<file path="config.mk">
export PLATFORM = sky130hd
export DESIGN_NAME = mc_control_flat
export DESIGN_NICKNAME = d
export VERILOG_FILES = /design/src/rtl/mc_control_if.sv /design/src/rtl/mc_control.sv /design/src/flat_wrapper.sv
export SDC_FILE = /design/constraint.sdc
export NUM_CORES = 1
export LEC_CHECK = 0
export BUFFER_PORTS_ARGS = -buffer_cell sky130_fd_sc_hd__buf_2
export CAP_MARGIN = 0
export CORE_MARGIN = 2
export CORE_UTILIZATION = 40
export CTS_CLUSTER_SIZE = 30
export DETAILED_ROUTE_END_ITERATION = 12
export HOLD_SLACK_MARGIN = 0.02
export SLEW_MARGIN = 20
export SYNTH_ARGS = -nofsm -noshare
export SYNTH_HDL_FRONTEND = slang
export SYNTH_SLANG_ARGS = --single-unit
</file>
<file path="constraint.sdc">
create_clock -name clk -period 2.9 [get_ports clk]
set_input_delay 0.145 -clock clk [delete_from_list [all_inputs] [get_ports clk]]
set_output_delay 0.145 -clock clk [all_outputs]
set_load 0.05 [all_outputs]
</file>
<file path="src/rtl/mc_control_if.sv">
// Memory-side handshake bundle for mc_control: instruction and data request/ready pairs.
// The master modport is the sequencer; the slave modport is the memory side.
interface mc_control_if;
    logic imem_req;
    logic imem_ready;
    logic dmem_req;
    logic dmem_ready;
    logic MemW;

    modport master (
        output imem_req,
        output dmem_req,
        output MemW,
        input  imem_ready,
        input  dmem_ready
    );

    modport slave (
        input  imem_req,
        input  dmem_req,
        input  MemW,
        output imem_ready,
        output dmem_ready
    );
endinterface

</file>
<file path="src/rtl/mc_control.sv">
// Multi-cycle FETCH/DECODE/EXEC/MEM/WB sequencer for the RISC-V core datapath.
// Strobes are decoded combinationally from the registered state and the IR fields.
module mc_control #(
    parameter int unsigned CNT_W      = 32,
    parameter int unsigned WAIT_LIMIT = 16
) (
    input  logic             clk,
    input  logic             reset,
    input  logic [6:0]       opcode,
    input  logic [2:0]       funct3,
    input  logic             zero,
    mc_control_if.master     mem,
    output logic             IRWrite,
    output logic             PCWrite,
    output logic [1:0]       PCsrc,
    output logic [2:0]       ImmSel,
    output logic             ALUsrc,
    output logic             RegW,
    output logic             memtoreg,
    output logic             LUItoReg,
    output logic             jumplink,
    output logic             illegal,
    output logic             bus_err,
    output logic [CNT_W-1:0] instret,
    output logic [2:0]       state
);

    typedef enum logic [2:0] {
        StIdle   = 3'd0,
        StFetch  = 3'd1,
        StDecode = 3'd2,
        StExec   = 3'd3,
        StMem    = 3'd4,
        StWb     = 3'd5,
        StTrap   = 3'd6
    } state_e;

    localparam logic [6:0] OpImm    = 7'b0010011;
    localparam logic [6:0] OpLoad   = 7'b0000011;
    localparam logic [6:0] OpReg    = 7'b0110011;
    localparam logic [6:0] OpStore  = 7'b0100011;
    localparam logic [6:0] OpLui    = 7'b0110111;
    localparam logic [6:0] OpJal    = 7'b1101111;
    localparam logic [6:0] OpBranch = 7'b1100011;

    localparam int unsigned     WaitW    = (WAIT_LIMIT > 1) ? $clog2(WAIT_LIMIT) : 1;
    localparam logic [WaitW-1:0] WaitLast = WaitW'(WAIT_LIMIT - 1);

    state_e             state_q;
    logic [CNT_W-1:0]   instret_q;
    logic [WaitW-1:0]   wait_q;
    logic               illegal_q;
    logic               bus_err_q;

    logic is_imm, is_load, is_reg, is_store, is_lui, is_jal, is_branch;
    logic legal, taken, timeout;
    logic [2:0] imm_dec;
    logic       src_dec;

    assign is_imm    = (opcode == OpImm);
    assign is_load   = (opcode == OpLoad);
    assign is_reg    = (opcode == OpReg);
    assign is_store  = (opcode == OpStore);
    assign is_lui    = (opcode == OpLui);
    assign is_jal    = (opcode == OpJal);
    assign is_branch = (opcode == OpBranch);

    assign legal = is_imm | is_load | is_reg | is_store | is_lui | is_jal |
                   (is_branch & ((funct3 == 3'b000) | (funct3 == 3'b001)));
    assign taken = ((funct3 == 3'b000) & zero) | ((funct3 == 3'b001) & ~zero);

    // Last waiting cycle before the limit; a ready in that same cycle still wins.
    assign timeout = (WAIT_LIMIT != 0) && (wait_q == WaitLast);

    always_comb begin
        imm_dec = 3'b000;
        if (is_store) begin
            imm_dec = 3'b001;
        end else if (is_branch) begin
            imm_dec = 3'b010;
        end else if (is_lui) begin
            imm_dec = 3'b011;
        end else if (is_jal) begin
            imm_dec = 3'b100;
        end
        src_dec = is_imm | is_load | is_store | is_lui;
    end

    always_ff @(posedge clk or posedge reset) begin
        if (reset) begin
            state_q   <= StIdle;
            instret_q <= '0;
            wait_q    <= '0;
            illegal_q <= 1'b0;
            bus_err_q <= 1'b0;
        end else begin
            unique case (state_q)
                StIdle: begin
                    state_q <= StFetch;
                    wait_q  <= '0;
                end
                StFetch: begin
                    if (mem.imem_ready) begin
                        state_q <= StDecode;
                        wait_q  <= '0;
                    end else if (timeout) begin
                        state_q   <= StTrap;
                        bus_err_q <= 1'b1;
                    end else begin
                        wait_q <= wait_q + WaitW'(1);
                    end
                end
                StDecode: begin
                    if (legal) begin
                        state_q <= StExec;
                    end else begin
                        state_q   <= StTrap;
                        illegal_q <= 1'b1;
                    end
                end
                StExec: begin
                    wait_q <= '0;
                    if (is_branch || is_jal) begin
                        state_q   <= StFetch;
                        instret_q <= instret_q + CNT_W'(1);
                    end else if (is_load || is_store) begin
                        state_q <= StMem;
                    end else begin
                        state_q <= StWb;
                    end
                end
                StMem: begin
                    if (mem.dmem_ready) begin
                        wait_q <= '0;
                        if (is_store) begin
                            state_q   <= StFetch;
                            instret_q <= instret_q + CNT_W'(1);
                        end else begin
                            state_q <= StWb;
                        end
                    end else if (timeout) begin
                        state_q   <= StTrap;
                        bus_err_q <= 1'b1;
                    end else begin
                        wait_q <= wait_q + WaitW'(1);
                    end
                end
                StWb: begin
                    state_q   <= StFetch;
                    wait_q    <= '0;
                    instret_q <= instret_q + CNT_W'(1);
                end
                StTrap: begin
                    state_q <= StTrap;
                end
                default: begin
                    state_q <= StIdle;
                end
            endcase
        end
    end

    logic imem_req_c, dmem_req_c, memw_c;

    always_comb begin
        imem_req_c = 1'b0;
        dmem_req_c = 1'b0;
        memw_c     = 1'b0;
        IRWrite    = 1'b0;
        PCWrite    = 1'b0;
        PCsrc      = 2'b00;
        ImmSel     = 3'b000;
        ALUsrc     = 1'b0;
        RegW       = 1'b0;
        memtoreg   = 1'b0;
        LUItoReg   = 1'b0;
        jumplink   = 1'b0;
        unique case (state_q)
            StFetch: begin
                imem_req_c = 1'b1;
                IRWrite    = mem.imem_ready;
                PCWrite    = mem.imem_ready;
            end
            StDecode: begin
                ImmSel = imm_dec;
                ALUsrc = src_dec;
            end
            StExec: begin
                ImmSel = imm_dec;
                ALUsrc = src_dec;
                if (is_branch && taken) begin
                    PCWrite = 1'b1;
                    PCsrc   = 2'b01;
                end else if (is_jal) begin
                    PCWrite  = 1'b1;
                    PCsrc    = 2'b10;
                    RegW     = 1'b1;
                    jumplink = 1'b1;
                end
            end
            StMem: begin
                ImmSel     = imm_dec;
                ALUsrc     = src_dec;
                dmem_req_c = 1'b1;
                memw_c     = is_store;
            end
            StWb: begin
                ImmSel   = imm_dec;
                ALUsrc   = src_dec;
                RegW     = 1'b1;
                memtoreg = is_load;
                LUItoReg = is_lui;
            end
            default: begin
            end
        endcase
    end

    assign mem.imem_req = imem_req_c;
    assign mem.dmem_req = dmem_req_c;
    assign mem.MemW     = memw_c;

    assign instret = instret_q;
    assign illegal = illegal_q;
    assign bus_err = bus_err_q;
    assign state   = state_q;

endmodule

</file>
<file path="src/flat_wrapper.sv">
// flat-port wrapper written by rule: the top's interface ports become plain ports
module mc_control_flat 
#(
    parameter int unsigned CNT_W      = 32,
    parameter int unsigned WAIT_LIMIT = 16
)
  (clk, reset, opcode, funct3, zero, IRWrite, PCWrite, PCsrc, ImmSel, ALUsrc, RegW, memtoreg, LUItoReg, jumplink, illegal, bus_err, instret, state, mem_imem_req, mem_dmem_req, mem_MemW, mem_imem_ready, mem_dmem_ready);
  mc_control_if mem_i ();
  input  logic clk;
  input  logic reset;
  input  logic [6:0] opcode;
  input  logic [2:0] funct3;
  input  logic zero;
  output logic IRWrite;
  output logic PCWrite;
  output logic [1:0] PCsrc;
  output logic [2:0] ImmSel;
  output logic ALUsrc;
  output logic RegW;
  output logic memtoreg;
  output logic LUItoReg;
  output logic jumplink;
  output logic illegal;
  output logic bus_err;
  output logic [CNT_W-1:0] instret;
  output logic [2:0] state;
  output wire logic [$bits(mem_i.imem_req)-1:0] mem_imem_req;
  output wire logic [$bits(mem_i.dmem_req)-1:0] mem_dmem_req;
  output wire logic [$bits(mem_i.MemW)-1:0] mem_MemW;
  input wire logic [$bits(mem_i.imem_ready)-1:0] mem_imem_ready;
  input wire logic [$bits(mem_i.dmem_ready)-1:0] mem_dmem_ready;
  assign mem_imem_req = mem_i.imem_req;
  assign mem_dmem_req = mem_i.dmem_req;
  assign mem_MemW = mem_i.MemW;
  assign mem_i.imem_ready = mem_imem_ready;
  assign mem_i.dmem_ready = mem_dmem_ready;
  mc_control #(.CNT_W(CNT_W), .WAIT_LIMIT(WAIT_LIMIT)) u_core (.clk(clk), .reset(reset), .opcode(opcode), .funct3(funct3), .zero(zero), .mem(mem_i), .IRWrite(IRWrite), .PCWrite(PCWrite), .PCsrc(PCsrc), .ImmSel(ImmSel), .ALUsrc(ALUsrc), .RegW(RegW), .memtoreg(memtoreg), .LUItoReg(LUItoReg), .jumplink(jumplink), .illegal(illegal), .bus_err(bus_err), .instret(instret), .state(state));
endmodule
</file>
==> run summary, run 1 <==
status -> finished clean
WL/cell -> 13.6 um
Power Density -> 792 nW/um^2
Detail Route Antenna Nets -> 0
GR Util met2 -> 29.1%
io pins -> 67
Mapped Nets -> 253
share of layout cells above drive strength 1 -> 29.2%
RSZ-0062 raised after global routing -> false
Die Ht -> 79.5 um
post-synthesis mux area share -> 0.989%
Core Region -> 5510 um^2
most common cell after layout, fill and taps aside -> buf_2
RePlAce Congestion -> 0.783
pre-CTS setup slack -> 0.681 ns
post-synthesis xor/xnor area fraction -> 12.7%
site row count -> 27
Final Skew -> 0.00725 ns
GRT busiest layer -> met2
clock buffer depth -> 2
post_cts resized -> 0
post-DP HPWL -> 3.79 mm
Max Freq -> 0.442 GHz
Warnings, synthesis -> 0
Overflow after GRT -> 0
initial antenna violation count -> 0
Hold Crit Class -> input pin to flop
CP Capture Type -> flop
Setup-failing EPs final -> 0
register area share after synthesis -> 45.1%
main combinational cell family by area after synthesis -> simple AND/OR/NAND/NOR gates
CTS Buf Count -> 5
fin. max-slew vios -> 0
Synth Area in Compound Gates -> 7.97%
1st-iter DRT viols -> 119
antenna diode count -> 0
FILL cells -> 514
first-pass GRT wire length -> 8.91 mm
Worst-Margin Slew -> 0.613 ns
GR Util met1 -> 23.6%
Root Buffer -> clkbuf_8
Routed Wire Length -> 5.18 mm
arrival time worst endpoint -> 2.48 ns
total of max-cap violations -> 0
commonest non-fill, non-tap cells in the layout -> buf_2, dfrtp_1, nand2_1, xnor2_1
CTS Sinks -> 41
DR pass1 iterations -> 5
Die X -> 79.5 um
fin crit share -> 78.0%
Syn Inst Count -> 235
GRT met3 Usage -> 3.17%
via count of the first global-routing pass -> 1910
Synth Area in Simple Gates -> 28.7%
H-tree levels -> 2
Area Growth Syn to Fin -> 24.9%
Worst VDD drop -> 0.000688 V
Worst Setup Path Type -> flop to flop
Rel. slew slack -> 58.7%
Hold Vio Cnt, Final -> 0
DR vias -> 2005
PortBufs -> 66
Synth Register Bits -> 41
Initial Util -> 41.4%
clk_lat worst skew -> 0.30 ns
setup ws final -> 0.638 ns
GRT Overall Usage -> 17.7%
die area -> 6310 um^2
nets -> 325
setup TNS -> 0 ns
pin count of the biggest net entering global routing -> 31
fin crit period -> 2.26 ns
CTS tree -> done
synthesized area -> 2280 um^2
WP data required -> 3.12 ns
crit-path max FO -> 14
Leak -> 1.34 nW
DRC -> 0
Mean Syn Cell Area -> 9.69 um^2
DR vias/cell -> 5.28
Unique masters post-synth -> 44
Worst setup SP type -> flop
post-synthesis adder-cell area fraction -> 1.65%
Clock transition at path regs -> 0.08 ns
-- sequential cells by signal, summed over array words and instances, names as in the netlist --
register	flops
u_core.bus_err	1
u_core.illegal	1
u_core.instret	32
u_core.state	3
u_core.wait_q	4
-- per-layer routing --
layer / vias up / routed length, um / part of all wire (%)
met5: - / 0 / 0
met4: 0 / 72 / 1.4
met3: 5 / 299 / 5.8
met2: 72 / 2330 / 45
li1: 974 / - / -
met1: 954 / 2480 / 48
-- path summary, 6_finish.rpt --
path / startpoint / to / slack, ns / depth (start not counted)
max: u_core.state[2] / u_core.instret[29] / 0.64 / 5
min: mem_imem_ready / u_core.state[2] / 0.24 / 4
max reg2reg: u_core.state[2] / u_core.instret[29] / 0.64 / 5
min reg2reg: u_core.illegal / u_core.illegal / 0.47 / 1
max in group asynchronous: reset / u_core.instret[19] / 1.72 / 4
min in group asynchronous: reset / u_core.instret[3] / 0.42 / 3
-- kinds of logic after synthesis --
logic type / after synthesis
fa+ha+maj: 3
mux: 2
xor+xnor: 33
flops: 41
compound gates: 28
simple gates: 113
buf+inv: 15
-- area by class of cell --
type | instances | area (um^2) | share of cell area, %
Multi-Input combinational cell | 179 | 1210 | 42.5
Tap cell | 72 | 90.1 | 3.17
Clock buffer | 7 | 86.3 | 3.03
Clock inverter | 1 | 30.0 | 1.06
Sequential cell | 41 | 1030 | 36.1
Timing Repair Buffer | 71 | 370 | 13.0
Inverter | 9 | 33.8 | 1.19
-- metrics by stage --
step | util (%) | std cells | instance area, um^2 | total power, W | hold WS (ns)
after floorplan | - | 235 | 2300 | 0.00156 | 0.328
after global placement | 49.4 | 371 | 2720 | 0.00178 | 0.184
after detailed placement | 49.4 | 371 | 2720 | 0.00178 | 0.195
after CTS | 51.7 | 380 | 2850 | 0.00227 | 0.226
after global routing | 51.7 | 380 | 2850 | 0.00239 | 0.268
final | 51.7 | 380 | 2850 | 0.00225 | 0.238
-- Yosys cell counts (all sizes together) --
cell / n / area [um^2]
nand2: 21 / 78.8
and2: 1 / 6.26
o21bai: 1 / 7.51
mux2: 2 / 22.5
a21bo: 1 / 10.0
nor4: 6 / 58.8
a21o: 1 / 7.51
nand3: 12 / 60.1
a32o: 1 / 10.0
and3b: 1 / 8.76
nand3b: 2 / 27.5
o32ai: 1 / 8.76
o21ai: 11 / 55.1
xnor2: 21 / 184
nand4bb: 1 / 27.5
nand2b: 1 / 6.26
ha: 3 / 37.5
a22o: 1 / 8.76
nor2: 16 / 60.1
or4: 1 / 7.51
a21oi: 4 / 20.0
a31oi: 2 / 12.5
nor4b: 2 / 23.8
o31a: 2 / 17.5
a21boi: 1 / 7.51
and3: 11 / 68.8
inv: 9 / 33.8
or3: 5 / 31.3
xor2: 12 / 105
nor3b: 2 / 15.0
nor2b: 4 / 25.0
o211ai: 1 / 7.51
nand4: 10 / 62.6
clkbuf: 2 / 7.51
buf: 4 / 25.0
or2: 1 / 6.26
a41oi: 1 / 8.76
dfrtp: 41 / 1030
nor3: 16 / 80.1
-- repair_timing --
item / in CTS / in global routing
buffers inserted: 0 / 0
hold buffers: 1 / 0
endpoints found under the hold margin: 11 / 0
-- critical path, stage by stage, from the launching register on --
cell,delay [ns]
dfrtp_1,0.59
and3b_1,0.27
o31a_1,0.19
or4_1,0.65
nor3_1,0.31
xor2_1,0.18
-- power breakdown --
part / switching, W / leakage, nW / total (W) / internal [W]
Sequential: 0.000143 / 0.521 / 0.000805 / 0.000662
Clock: 0.000199 / 0.0585 / 0.000480 / 0.000281
Combinational: 0.000686 / 0.760 / 0.000967 / 0.000281
No activity file was read; power rests on OpenSTA's default activity.
==> inputs of run 2 (changes only) <==
Settings changed: ABC_AREA set to 1.
Clock period 2.9 ns to 2.05 ns, I/O delays scaled along.
==> run 2 against run 1 <==
Register-to-register slack got worse by 0.35 ns. Worst hold slack worse by 0.066 ns. Combinational power increased by 92%. Critical path depth is 1 lower. Die area is 30% higher. Final cell count rose by 70%. Via count up 53%. Critical path type is now flop to primary output. Critical endpoint is now ImmSel[2]. Largest power group unchanged.
==> run summary, run 2 <==
post-synthesis mux area share -> 0% (was 0.989%)
Synth Register Bits -> 41 (unchanged)
final core occ -> 49.7% (was 51.7%)
site row count -> 31 (was 27)
setup TNS -> 0 ns (unchanged)
total of max-cap violations -> 0 (unchanged)
main combinational cell family by area after synthesis -> simple AND/OR/NAND/NOR gates (unchanged)
crit path to -> ImmSel[2] (was u_core.instret[29])
Mean Syn Cell Area -> 6.34 um^2 (was 9.69 um^2)
fin crit share -> 93.2%
DR pass1 iterations -> 4 (was 5)
PortBufs -> 66 (unchanged)
Post-synth top cells -> nand2_1, nor2_1, inv_1 (was dfrtp_1, nand2_1, xnor2_1)
Die Ht -> 90.7 um (was 79.5 um)
Unique masters post-synth -> 30 (was 44)
sequential power share -> 30.0% (was 35.8%)
pre-CTS setup slack -> 0.297 ns (was 0.681 ns)
share of layout cells above drive strength 1 -> 20.0% (was 29.2%)
Worst Setup SP -> u_core.state[1] (was u_core.state[2])
most common cell after layout, fill and taps aside -> nand2_1 (was buf_2)
Mapped Nets -> 492 (was 253)
antenna diode count -> 0 (unchanged)
Hold Vio Cnt, Final -> 0 (unchanged)
post-synthesis xor/xnor area fraction -> 3.50% (was 12.7%)
Max Freq -> 0.523 GHz
io pins -> 67 (unchanged)
Hold Crit Class -> input pin to flop (unchanged)
post-synthesis adder-cell area fraction -> 1.25% (was 1.65%)
CP Capture Type -> primary output (was flop)
Routed Wire Length -> 8.03 mm (was 5.18 mm)
cell chain of the critical path -> inv_1 > ha_1 > nor3b_2 > buf_2 (was and3b_1 > o31a_1 > or4_1 > nor3_1 > xor2_1)
arrival time worst endpoint -> 1.81 ns (was 2.48 ns)
DR vias/cell -> 4.74 (was 5.28)
initial antenna violation count -> 0 (unchanged)
register area share after synthesis -> 34.2% (was 45.1%)
Worst VDD drop -> 0.000514 V (was 0.000688 V)
Overflow after GRT -> 0 (unchanged)
Synth top area share -> 34.2% (was 45.1%)
pin count of the biggest net entering global routing -> 29 (was 31)
clk_lat worst skew -> 0.30 ns (about the same)
GRT Overall Usage -> 20.2% (was 17.7%)
CTS Sinks -> 41 (unchanged)
Power Internal -> 0.00182 W (was 0.00122 W)
Largest register FFs -> 32 (unchanged)
Syn Inst Count -> 474 (was 235)
setup ws final -> 0.140 ns (was 0.638 ns)
biggest area consumer among synthesized cells -> dfrtp_1 (unchanged)
worst path bufs/invs -> 2 (was 0)
Clock transition at path regs -> 0.08 ns (about the same)
synthesized area -> 3000 um^2 (was 2280 um^2)
Initial Util -> 41.4% (about the same)
synth top area cells -> dfrtp_1, nand2_1, nor2_1 (was dfrtp_1, xnor2_1, xor2_1)
Leak -> 1.83 nW (was 1.34 nW)
clock share of power -> 19.0% (was 21.3%)
Switching Power -> 0.00182 W (was 0.00103 W)
Area Growth Syn to Fin -> 20.1% (was 24.9%)
Root Buffer -> clkbuf_8 (unchanged)
Power Density -> 1010 nW/um^2 (was 792 nW/um^2)
Gate power share -> 51.0% (was 42.9%)
Worst Setup Path Type -> flop to primary output (was flop to flop)
first-pass GRT wire length -> 13.5 mm (was 8.91 mm)
Final Skew -> 0.00419 ns (was 0.00725 ns)
Rel. slew slack -> 53.3% (was 58.7%)
r2r setup slk -> 0.29 ns (was 0.64 ns)
count leader, synth -> nand2_1 (was dfrtp_1)
Die X -> 90.7 um (was 79.5 um)
CTS Buf Count -> 5 (unchanged)
cell family with most CP delay -> flip-flops (was simple AND/OR/NAND/NOR gates)
sw frac -> 50.0% (was 45.6%)
main flop type after synthesis -> dfrtp_1 (unchanged)
number of flops mapped to enable cells by yosys -> 0 (unchanged)
async set-reset flop share out of synthesis -> 100% (unchanged)
Crit path largest cell delay -> 0.47 ns (was 0.65 ns)
commonest non-fill, non-tap cells in the layout -> nand2_1, nor2_1, buf_2 (was buf_2, dfrtp_1, nand2_1, xnor2_1)
critical path's slowest cell -> dfrtp_1 (was or4_1)
DR vias -> 3060 (was 2005)
Setup Fix Bufs, Post-CTS -> 0 (unchanged)
reg2reg start -> u_core.state[1] (was u_core.state[2])
die area -> 8220 um^2 (was 6310 um^2)
Synth Area in Simple Gates -> 47.3% (was 28.7%)
clock buffer depth -> 2 (unchanged)
Worst setup SP type -> flop (unchanged)
Core Region -> 7250 um^2 (was 5510 um^2)
RePlAce Congestion -> 0.904 (was 0.783)
FILL cells -> 772 (was 514)
Detail Route Antenna Nets -> 0 (unchanged)
status -> finished clean (unchanged)
RSZ-0062 raised after global routing -> false (unchanged)
DRC -> 0 (unchanged)
crit-path max FO -> 5 (was 14)
Setup-failing EPs final -> 0 (unchanged)
Area after DPL -> 3480 um^2 (was 2720 um^2)
Synth Area in Compound Gates -> 5.75% (was 7.97%)
via count of the first global-routing pass -> 2887 (was 1910)
post-DP HPWL -> 6.29 mm (was 3.79 mm)
FF-to-FF path depth -> 11 (was 5)
DP Cell Count -> 636 (was 371)
nets -> 563 (was 325)
Worst-Margin Slew -> 0.697 ns (was 0.613 ns)
1st-iter DRT viols -> 146 (was 119)
post-route cell area -> 3610 um^2 (was 2850 um^2)
CTS tree -> done (unchanged)
r2r endpoint -> u_core.instret[12] (was u_core.instret[29])
Warnings, synthesis -> 0 (unchanged)
WP data required -> 1.95 ns (was 3.12 ns)
fin crit period -> 1.91 ns
fin. max-slew vios -> 0 (unchanged)
Worst path depth -> 4 (was 5)
Non-Filler Instances -> 645 (was 380)
WL/cell -> 12.4 um (was 13.6 um)
H-tree levels -> 2 (unchanged)
[run 2: cell types whose count changed after synthesis, moves of 6 or more]
| cell | previous run | this run |
|---|---|---|
| and3_1 | 11 | 1 |
| inv_1 | 9 | 43 |
| nand2_1 | 21 | 207 |
| nand3_1 | 12 | 32 |
| nand4_1 | 10 | 4 |
| nor2_1 | 16 | 69 |
| nor3_1 | 16 | 6 |
| xnor2_1 | 21 | 7 |
| xor2_1 | 12 | 5 |
[run 2: cell type report]
type | count | area (um^2) | share of cell area, %
clock buffers | 7 | 86.3 | 2.39
flip-flops and latches | 41 | 1030 | 28.5
multi-input cells | 379 | 1770 | 49.0
well taps | 99 | 124 | 3.43
inverters | 48 | 183 | 5.06
repair buffers | 70 | 388 | 10.8
clock inverters | 1 | 30.0 | 0.832
[run 2: timing repair]
action                    in CTS  in global routing
hold buffers                   1                  0
hold endpoints to repair      15                  0
gates resized for setup        0                  0
[run 2: worst min-delay path by stage]
stage | to | slack (ns) | startpoint | depth (start not counted)
final | u_core.bus_err | 0.17 | mem_dmem_ready | 4
after global routing | u_core.bus_err | 0.19 | mem_dmem_ready | 4
after CTS | u_core.bus_err | 0.17 | mem_dmem_ready | 4
after detailed placement | u_core.wait_q[0] | 0.16 | reset | 2
after global placement | u_core.wait_q[0] | 0.15 | reset | 2
after floorplan | memtoreg | 0.31 | opcode[5] | 1
[run 2: worst min-delay path, delay by kind of cell]
family | cells | cell delay [ns]
and+or+nand+nor | 1 | 0.12
AOI/OAI and AO/OA | 1 | 0.07
buffers and inverters | 2 | 0.13
[run 2: kinds of logic after synthesis]
family | Yosys count
simple gates | 336
buf+inv | 54
flops | 41
compound gates | 28
xor+xnor | 12
fa+ha+maj | 3
[run 2: per-stage QoR]
stage	hold slack (ns)	power (W)
floorplan	0.307	0.00262
global placement	0.148	0.00296
detailed placement	0.155	0.00298
CTS	0.173	0.00369
global route	0.193	0.00391
finish	0.172	0.00365
[run 2: power by group through the flow]
stage	Sequential (W)	Clock [W]	Combinational, W
after floorplan	0.00136	0	0.00126
after global placement	0.00110	0	0.00186
after detailed placement	0.00111	0	0.00188
after CTS	0.00109	0.000711	0.00188
after global routing	0.00112	0.000747	0.00205
final	0.00110	0.000692	0.00186
[run 2: metal layers]
layer / up-vias / global-route usage, % / wire (um)
li1: 1611 / - / -
met1: 1348 / 28.0 / 3870
met2: 88 / 32.6 / 3610
met3: 13 / 3.34 / 401
met4: 0 / 5.64 / 143
met5: - / 0 / 0
==> inputs of run 3 (changes only) <==
Settings changed: ABC_AREA 1 to not set, CTS_CLUSTER_SIZE 30 to not set, PLACE_DENSITY set to 0.67.
==> run 3 against run 2 <==
Clock power is 26% lower. Sequential cell count stayed put. Worst setup slack worse by 0.074 ns. Critical path type is now flop to flop. Critical endpoint is now u_core.instret[31]. Highest routed layer unchanged.
==> run summary, run 3 (synthesis results as in run 1) <==
initial antenna violation count -> 0 (unchanged)
FF-to-FF path depth -> 5 (was 11)
1st-iter DRT viols -> 103 (was 146)
WP data required -> 2.27 ns (was 1.95 ns)
hold_ws -> 0.217 ns (was 0.172 ns)
Worst Setup Path Type -> flop to flop (was flop to primary output)
Hold Crit Class -> input pin to flop (unchanged)
crit-path max FO -> 5 (unchanged)
Max Freq -> 0.504 GHz (was 0.523 GHz)
Rel. slew slack -> 65.2% (was 53.3%)
CTS tree -> done (unchanged)
Worst VDD drop -> 0.000611 V (was 0.000514 V)
Largest register FFs -> 32 (unchanged)
DR vias -> 2028 (was 3060)
Overall Power -> 0.00331 W (was 0.00365 W)
Worst setup SP type -> flop (unchanged)
Core Region -> 5510 um^2 (was 7250 um^2)
hold path startpoint -> mem_dmem_ready (unchanged)
PortBufs -> 66 (unchanged)
r2r endpoint -> u_core.instret[31] (was u_core.instret[12])
fin crit share -> 96.8% (was 93.2%)
CTS Buf Count -> 5 (unchanged)
Area Growth Syn to Fin -> 33.8% (was 20.1%)
Worst-Margin Slew -> 0.522 ns (was 0.697 ns)
DR pass1 iterations -> 4 (unchanged)
Gate power share -> 51.5% (was 51.0%)
fin. max-slew vios -> 0 (unchanged)
CP Capture Type -> flop (was primary output)
pin count of the biggest net entering global routing -> 42 (was 29)
arrival time worst endpoint -> 2.20 ns (was 1.81 ns)
CTS Sinks -> 41 (unchanged)
total of max-cap violations -> 0 (unchanged)
Hold Vio Cnt, Final -> 0 (unchanged)
clock buffer depth -> 2 (unchanged)
antenna diode count -> 0 (unchanged)
fin crit period -> 1.98 ns (was 1.91 ns)
Clock transition at path regs -> 0.08 ns (about the same)
sw frac -> 47.3% (was 50.0%)
Die X -> 79.5 um (was 90.7 um)
GRT Overall Usage -> 17.4% (was 20.2%)
Power Density -> 1090 nW/um^2 (was 1010 nW/um^2)
first-pass GRT wire length -> 8.80 mm (was 13.5 mm)
DR vias/cell -> 5.15 (was 4.74)
Switching Power -> 0.00157 W (was 0.00182 W)
reg2reg start -> u_core.state[1] (unchanged)
Initial Util -> 41.4% (about the same)
RePlAce Congestion -> 0.781 (was 0.904)
FILL cells -> 497 (was 772)
Leak -> 1.40 nW (was 1.83 nW)
commonest non-fill, non-tap cells in the layout -> buf_2, dfrtp_1, nand2_1, xnor2_1, buf_4 (was nand2_1, nor2_1, buf_2)
most common cell after layout, fill and taps aside -> buf_2 (was nand2_1)
site row count -> 27 (was 31)
nets -> 339 (was 563)
Setup-failing EPs final -> 0 (unchanged)
RSZ-0062 raised after global routing -> true (was false)
status -> finished clean (unchanged)
Routed Wire Length -> 5.31 mm (was 8.03 mm)
Power Internal -> 0.00175 W (was 0.00182 W)
Root Buffer -> clkbuf_8 (unchanged)
post-DP HPWL -> 4.05 mm (was 6.29 mm)
io pins -> 67 (unchanged)
setup TNS -> 0 ns (unchanged)
Overflow after GRT -> 0 (unchanged)
Hold EP -> u_core.bus_err (unchanged)
via count of the first global-routing pass -> 1931 (was 2887)
WL/cell -> 13.5 um (was 12.4 um)
DRC -> 0 (unchanged)
H-tree levels -> 2 (unchanged)
share of layout cells above drive strength 1 -> 41.0% (was 20.0%)
Final Skew -> 0.00496 ns (was 0.00419 ns)
Die Ht -> 79.5 um (was 90.7 um)
sequential power share -> 33.1% (was 30.0%)
Detail Route Antenna Nets -> 0 (unchanged)
r2r setup slk -> 0.07 ns (was 0.29 ns)
WHS Path Cells -> 4 (unchanged)
clock share of power -> 15.4% (was 19.0%)
clk_lat worst skew -> 0.29 ns (was 0.30 ns)
die area -> 6310 um^2 (was 8220 um^2)
run 3: through the flow:
step	cells	utilization, %	instance area [um^2]	worst slack (ns)
3_3_place_gp	384	52.7	2900	0.00782
5_1_grt	394	55.4	3050	-0.0110
2_1_floorplan	235	-	2410	-0.104
6_report	394	55.4	3050	0.0662
4_1_cts	393	54.5	3000	-0.00561
3_5_place_dp	384	52.7	2900	0.0128
run 3: worst max path at each step:
stage,end,start,slack [ns]
after detailed placement,u_core.instret[21],u_core.state[1],0.01
after global routing,u_core.instret[31],u_core.state[1],-0.01
after floorplan,PCWrite,u_core.state[2],-0.10
final,u_core.instret[31],u_core.state[1],0.07
after global placement,u_core.instret[19],u_core.state[2],0.008
after CTS,u_core.instret[11],u_core.state[1],-0.006
run 3: layer usage:
metal / up-vias / global-route usage [%] / share of wire [%]
li1: 1004 / - / -
met2: 61 / 28.8 / 47
met3: 7 / 2.60 / 4.9
met4: 0 / 6.38 / 1.5
met5: - / 0 / 0
met1: 956 / 23.2 / 47
run 3: cell type report:
type	count	area, um^2	area share (%)
multi-input cells	179	1310	42.9
inverters	9	40.0	1.31
repair buffers	85	489	16.1
clock buffers	6	72.6	2.38
flip-flops and latches	41	1040	34.1
well taps	72	90.1	2.96
clock inverters	2	10.0	0.328
run 3: power by group through the flow:
stage	sequential, W	clock [W]	combinational [W]
final	0.00110	0.000510	0.00171
after global routing	0.00112	0.000563	0.00183
after CTS	0.00109	0.000528	0.00166
after detailed placement	0.00111	0	0.00163
after global placement	0.00110	0	0.00160
after floorplan	0.00150	0	0.000837
run 3: worst max-delay path, cell delays in order (launching register included):
cell and delay [ns]:
dfrtp_2 0.44, and3b_2 0.24, o31a_1 0.19, or4_4 0.61, nor4_4 0.27, xor2_1 0.17
run 3: repair_timing:
action	4_1_cts	5_1_grt
setup endpoints to repair	2	21
setup buffers	0	1
gates resized for setup	1	11
pin swaps	0	3
endpoints found under the hold margin	41	0
hold buffers	1	0
